<file path="src/rtl/mul_seq_pkg.sv">
// Shared types and widths for the sequential 8x8 multiplier controller.
// Latency: none (declarations only).
// Backpressure: not applicable.
package mul_seq_pkg;

    localparam int STEP_W = 2;
    localparam int OPND_W = 8;
    localparam int PROD_W = 16;
    localparam int NIB_W  = OPND_W / 2;

    typedef enum logic [1:0] {
        IDLE = 2'd0,
        MUL  = 2'd1,
        DONE = 2'd2
    } state_t;

    // Left shift applied to a step's partial product. Step bit 0 selects the
    // high multiplicand nibble and step bit 1 the high multiplier nibble, so
    // each selected high nibble contributes 4 bits of shift: 0, 4, 4, 8.
    function automatic logic [3:0] step_shift(input logic [STEP_W-1:0] step);
        return {step[1] & step[0], step[1] ^ step[0], 2'b00};
    endfunction

endpackage

</file>
<file path="src/rtl/wallace.sv">
// 4x4 unsigned combinational multiplier built as a carry-save (Wallace) tree.
// Latency: purely combinational, zero cycles.
// Backpressure: none; the output follows the inputs.
module wallace (
    input  logic [3:0] a,
    input  logic [3:0] b,
    output logic [7:0] p
);

    logic [7:0] row0, row1, row2, row3;
    logic [7:0] sum1, cry1, sum2, cry2;

    // Partial-product rows, one per multiplier bit, pre-shifted into place.
    always_comb begin
        row0 = {4'b0000, a & {4{b[0]}}};
        row1 = {3'b000, a & {4{b[1]}}, 1'b0};
        row2 = {2'b00, a & {4{b[2]}}, 2'b00};
        row3 = {1'b0, a & {4{b[3]}}, 3'b000};
    end

    // Two 3:2 compression layers, then one carry-propagate add. Carries out
    // of bit 7 are always zero because the product of two nibbles is < 256.
    always_comb begin
        sum1 = row0 ^ row1 ^ row2;
        cry1 = {((row0[6:0] & row1[6:0]) | (row0[6:0] & row2[6:0]) | (row1[6:0] & row2[6:0])), 1'b0};
        sum2 = sum1 ^ cry1 ^ row3;
        cry2 = {((sum1[6:0] & cry1[6:0]) | (sum1[6:0] & row3[6:0]) | (cry1[6:0] & row3[6:0])), 1'b0};
        p    = sum2 + cry2;
    end

endmodule

</file>
<file path="src/rtl/mul8_seq_ctrl.sv">
// 8x8 unsigned multiplier that reuses one 4x4 multiplier over four steps.
// Latency: result valid 4 edges after the accepting edge; 6-cycle minimum initiation interval.
// Backpressure: result held in DONE while out_ready=0; in_ready is low until the result is taken.
module mul8_seq_ctrl
    import mul_seq_pkg::*;
#(
    parameter int OPS_W = 16
) (
    input  logic             clk,
    input  logic             rst,
    input  logic             in_valid,
    output logic             in_ready,
    input  logic [7:0]       a,
    input  logic [7:0]       b,
    output logic             out_valid,
    input  logic             out_ready,
    output logic [15:0]      prod,
    output logic             busy,
    output logic [OPS_W-1:0] ops_count
);

    localparam logic [OPS_W-1:0]  OPS_ONE   = 1;
    localparam logic [STEP_W-1:0] STEP_LAST = 2'd3;

    state_t              state, next_state;
    logic [STEP_W-1:0]   step;
    logic [OPND_W-1:0]   op_a, op_b;
    logic [PROD_W-1:0]   acc;
    logic [NIB_W-1:0]    nib_a, nib_b;
    logic [2*NIB_W-1:0]  pp;
    logic [PROD_W-1:0]   pp_shifted;

    // Nibble selection for the shared multiplier: step[0] picks the high
    // multiplicand nibble, step[1] the high multiplier nibble.
    always_comb begin
        nib_a      = step[0] ? op_a[7:4] : op_a[3:0];
        nib_b      = step[1] ? op_b[7:4] : op_b[3:0];
        pp_shifted = PROD_W'(pp) << step_shift(step);
    end

    wallace u_wallace (
        .a (nib_a),
        .b (nib_b),
        .p (pp)
    );

    // State register.
    always_ff @(posedge clk) begin
        if (rst) begin
            state <= IDLE;
        end else begin
            state <= next_state;
        end
    end

    // Next-state and handshake outputs; all outputs depend on state alone
    // except next_state, so in_ready has no combinational input path.
    always_comb begin
        next_state = state;
        in_ready   = 1'b0;
        out_valid  = 1'b0;
        busy       = 1'b1;
        case (state)
            IDLE: begin
                in_ready = 1'b1;
                busy     = 1'b0;
                if (in_valid) next_state = MUL;
            end
            MUL: begin
                if (step == STEP_LAST) next_state = DONE;
            end
            DONE: begin
                out_valid = 1'b1;
                if (out_ready) next_state = IDLE;
            end
            default: begin
                next_state = IDLE;
            end
        endcase
    end

    // Operand capture on accept, then one partial-product accumulate per MUL edge.
    always_ff @(posedge clk) begin
        if (rst) begin
            op_a <= '0;
            op_b <= '0;
            acc  <= '0;
            step <= '0;
        end else begin
            case (state)
                IDLE: begin
                    if (in_valid) begin
                        op_a <= a;
                        op_b <= b;
                        acc  <= '0;
                        step <= '0;
                    end
                end
                MUL: begin
                    acc  <= acc + pp_shifted;
                    step <= step + 2'd1;
                end
                default: begin
                end
            endcase
        end
    end

    // Count delivered results; wraps naturally at 2^OPS_W.
    always_ff @(posedge clk) begin
        if (rst) begin
            ops_count <= '0;
        end else if (state == DONE && out_ready) begin
            ops_count <= ops_count + OPS_ONE;
        end
    end

    // Product is only exposed while a result is on offer.
    always_comb begin
        prod = out_valid ? acc : '0;
    end

endmodule

</file>
<file path="config.mk">
export PLATFORM = sky130hd
export DESIGN_NAME = mul8_seq_ctrl
export DESIGN_NICKNAME = d
export VERILOG_FILES = /design/src/rtl/mul_seq_pkg.sv /design/src/rtl/wallace.sv /design/src/rtl/mul8_seq_ctrl.sv
export SDC_FILE = /design/constraint.sdc
export NUM_CORES = 1
export LEC_CHECK = 0
export ABC_AREA = 1
export CAP_MARGIN = 25
export CORE_ASPECT_RATIO = 1.75
export CORE_MARGIN = 10
export CORE_UTILIZATION = 39
export DETAILED_ROUTE_END_ITERATION = 8
export HOLD_SLACK_MARGIN = 0.08
export SYNTH_ARGS = -nofsm -noshare
export SYNTH_HDL_FRONTEND = slang
export SYNTH_SLANG_ARGS = --single-unit
</file>
<file path="constraint.sdc">
create_clock -name clk -period 6.49 [get_ports clk]
set_input_delay 1.947 -clock clk [delete_from_list [all_inputs] [get_ports clk]]
set_output_delay 1.947 -clock clk [all_outputs]
set_load 0.02 [all_outputs]
</file>
==> out/metrics.yaml <==
grt_max_degree: 29
first_pass_iters: 4
fin_ws_ns: 1.73
post_dp_cell_area_um2: 4230
criticalPathCategory: "flip-flop to flip-flop"
p_int_mw: 0.584
cp.arrival_ns: 5.00
path_buf_inv: 4
wire_per_inst_um: 13.7
required_ns: 6.73
hold_viol: 0
syn_to_final_growth_pct: 22.6
synth-main-ff-cell: "dfxtp_1"
synthMuxAreaShare_pct: 0.835
clk_latency_ns: 0.30
ys.warnings.count: 0
r2r_start: "step[0]$_SDFFE_PP0P_"
clockRootBuffer: "clkbuf_16"
grt_usage_pct: 14.9
cts_tree: "yes"
tns_ns: 0
maxCapViolations: 0
utilization_pct: 48.8
power_density_nw_per_um2: 185
clockBufferDepth: 2
ys_seq_area_share_pct: 28.9
hpwlAfterDp_um: 7720
cp-end-kind: "flip-flop"
synthAdderAreaFrac_pct: 12.2
num-nets-final: 645
rsz0062_at_grt: "no"
yosys.area_share.xor_xnor_pct: 0.731
pre_cts_ws_ns: 1.78
rows: 46
wl_um: 9830
synth_compound_area_share_pct: 14.6
max_freq_ghz: 0.210
min_path_type: "flip-flop to flip-flop"
stdcell_area_um2: 4410
switching_share_pct: 28.5
antenna_found_initial: 0
slew_violations: 0
grt_overflow: 0
syn_avg_cell_area_um2: 6.57
slowest_stage: "fa_1"
die_w_um: 92.6
critPathMaxStageDelay_ns: 0.54
h-tree-depth: 2
cp-startpoint: "step[0]$_SDFFE_PP0P_"
synthTopCellsByArea: "dfxtp_1 29%, nand2_1 12%, ha_1 8.4%"
netSwitchingPower_mw: 0.232
r2r_end: "acc[13]$_SDFFE_PP0P_"
diodes: 0
slew_headroom_pct: 34.4
synth_top_family_by_area: "simple AND/OR/NAND/NOR gates"
drt_iter0_markers: 153
fin_crit_ns: 4.76
status: "finished clean"
synth.distinct_cells: 38
coreArea_um2: 9040
port_buffers: 54
clk_pin_slew_ns: 0.08
crit_fanout: 10
ctsHoldBuffers: 0
route.detailed.drc: 0
start_util_pct: 39.8
power_mw: 0.816
worst_pin_slew_ns: 0.983
power_frac_comb_pct: 18.9
place_congestion: 0.897
cp-endpoint: "acc[13]$_SDFFE_PP0P_"
post-route-period-util_pct: 73.4
skew_ns: 0.00975
cts_buffers: 5
start_kind: "flip-flop"
reg2reg_slack_ns: 1.73
worstRegToRegCells: 23
ios: 55
seqPwrFrac_pct: 41.7
die_h_um: 147
layout-drive-gt1-share_pct: 5.55
post_cts_resized: 0
cts_setup_buffers: 0
dieArea_um2: 13600
netlist_area_um2: 3600
cp_top_family: "adder cells"
synthSimpleGateAreaFrac_pct: 32.7
crit_cells: 23
peakVddDrop_mv: 0.129
clkSinkCount: 52
grt_pass1_vias: 3590
leakagePower_nw: 1.98
post_drt_via_cell_ratio: 4.96
grt_pass1_wl_um: 16700
setup_viol: 0
clkPwrFrac_pct: 39.4
ant_nets: 0
netlist.area_leader.share_pct: 28.9
synth_nets: 598
yosysTopAreaCell: "dfxtp_1"
vias: 3549
ys_ff_latch: 52
synth_cells: 547
ys_async_sr_fraction_pct: 0
synth_edf_count: 0
crit_chain: "o21ai_0 -> or2_2 -> fa_1 -> inv_1 -> fa_1 -> ha_1 -> inv_1 -> fa_1 -> inv_1 -> nand3_1 -> nand3_1 -> nand2_1 -> nor2_1 -> ha_1 -> nand2_1 -> inv_1 -> a21oi_1 -> nor2_1 -> nor2_1 -> nand2_1 -> nand2_1 -> nand3_1 -> a21oi_1"
[per-layer routing]
metal | up-vias | GRT usage [%] | part of all wire (%)
met4 | 0 | 5.97 | 2.7
met3 | 14 | 3.37 | 4.2
met2 | 66 | 28.3 | 54
li1 | 1842 | - | -
met1 | 1627 | 15.0 | 39
met5 | - | 0 | 0
[worst min-delay path, cell delays in order (launching register included)]
cell	delay [ns]
dfxtp_1	0.30
inv_1	0.06
a21oi_1	0.06
[layout make-up]
| type | instances | area (um^2) |
|---|---|---|
| Clock inverter | 2 | 38.8 |
| Multi-Input combinational cell | 402 | 2200 |
| Timing Repair Buffer | 55 | 548 |
| Tap cell | 120 | 150 |
| Inverter | 78 | 293 |
| Sequential cell | 52 | 1040 |
| Fill cell | 971 | 4630 |
| Clock buffer | 6 | 139 |
[worst min-delay path by stage]
stage                                 endpoint            startpoint  cells after the start  slack (ns)
after CTS                 op_a[5]$_SDFFE_PP0P_  op_a[5]$_SDFFE_PP0P_                      2        0.47
after global routing      op_a[5]$_SDFFE_PP0P_  op_a[5]$_SDFFE_PP0P_                      2        0.49
final                     op_a[6]$_SDFFE_PP0P_  op_a[6]$_SDFFE_PP0P_                      2        0.46
after global placement    op_a[5]$_SDFFE_PP0P_  op_a[5]$_SDFFE_PP0P_                      2        0.46
after detailed placement  op_a[5]$_SDFFE_PP0P_  op_a[5]$_SDFFE_PP0P_                      2        0.45
after floorplan           op_a[7]$_SDFFE_PP0P_  op_a[7]$_SDFFE_PP0P_                      2        0.43
[state kept, by name (all words and copies together) (netlist names)]
signal and flops:
acc 16, op_a 8, ops_count 16, state 2, op_b 8, step 2
[power by group through the flow]
stage / combinational (mW) / clock (mW) / sequential (mW)
2_1_floorplan: 0.112 / 0 / 0.344
3_3_place_gp: 0.152 / 0 / 0.348
3_5_place_dp: 0.155 / 0 / 0.348
4_1_cts: 0.156 / 0.331 / 0.340
5_1_grt: 0.179 / 0.342 / 0.342
6_report: 0.154 / 0.321 / 0.341
[logic make-up (layout without fill, tap and decap cells)]
| kind of cell | count (synthesis) | in the layout |
|---|---|---|
| and+or+nand+nor | 264 | 264 |
| AOI/OAI and AO/OA | 101 | 101 |
| buffers and inverters | 93 | 141 |
| DFF | 52 | 52 |
| adders and majority gates | 31 | 31 |
| xor gates and xnor gates | 3 | 3 |
| muxes | 3 | 3 |
[cells in the final DEF (no fill, tap or decap), drive strengths merged, types with 2 or more instances in the layout]
cell type,n
a21boi,3
a21oi,52
clkbuf,6
clkdlybuf4s50,54
clkinv,2
dfxtp,52
fa,7
ha,24
inv,77
mux2i,3
nand2,121
nand3,28
nand3b,3
nand4,7
nor2,86
nor3,8
o21ai,40
o21bai,2
o22ai,2
or2,9
xor2,2
[cell usage after synthesis, types with 2 or more instances]
cell / n
a21boi_0: 3
a21oi_1: 52
buf_2: 2
clkbuf_1: 11
dfxtp_1: 52
fa_1: 7
ha_1: 24
inv_1: 75
inv_2: 2
mux2i_1: 3
nand2_1: 117
nand2_2: 2
nand2_4: 2
nand3_1: 27
nand3b_1: 3
nand4_1: 7
nor2_1: 80
nor2_2: 2
nor2_4: 3
nor3_1: 6
o21ai_0: 38
o21ai_1: 2
o21bai_1: 2
o22ai_1: 2
or2_2: 9
xor2_1: 2
[stage by stage]
| step | instances | hold WS [ns] |
|---|---|---|
| 2_1_floorplan | 547 | 0.429 |
| 3_3_place_gp | 707 | 0.456 |
| 3_5_place_dp | 707 | 0.454 |
| 4_1_cts | 715 | 0.465 |
| 5_1_grt | 715 | 0.488 |
| 6_report | 715 | 0.459 |
Power figures use the tool's default switching activity.
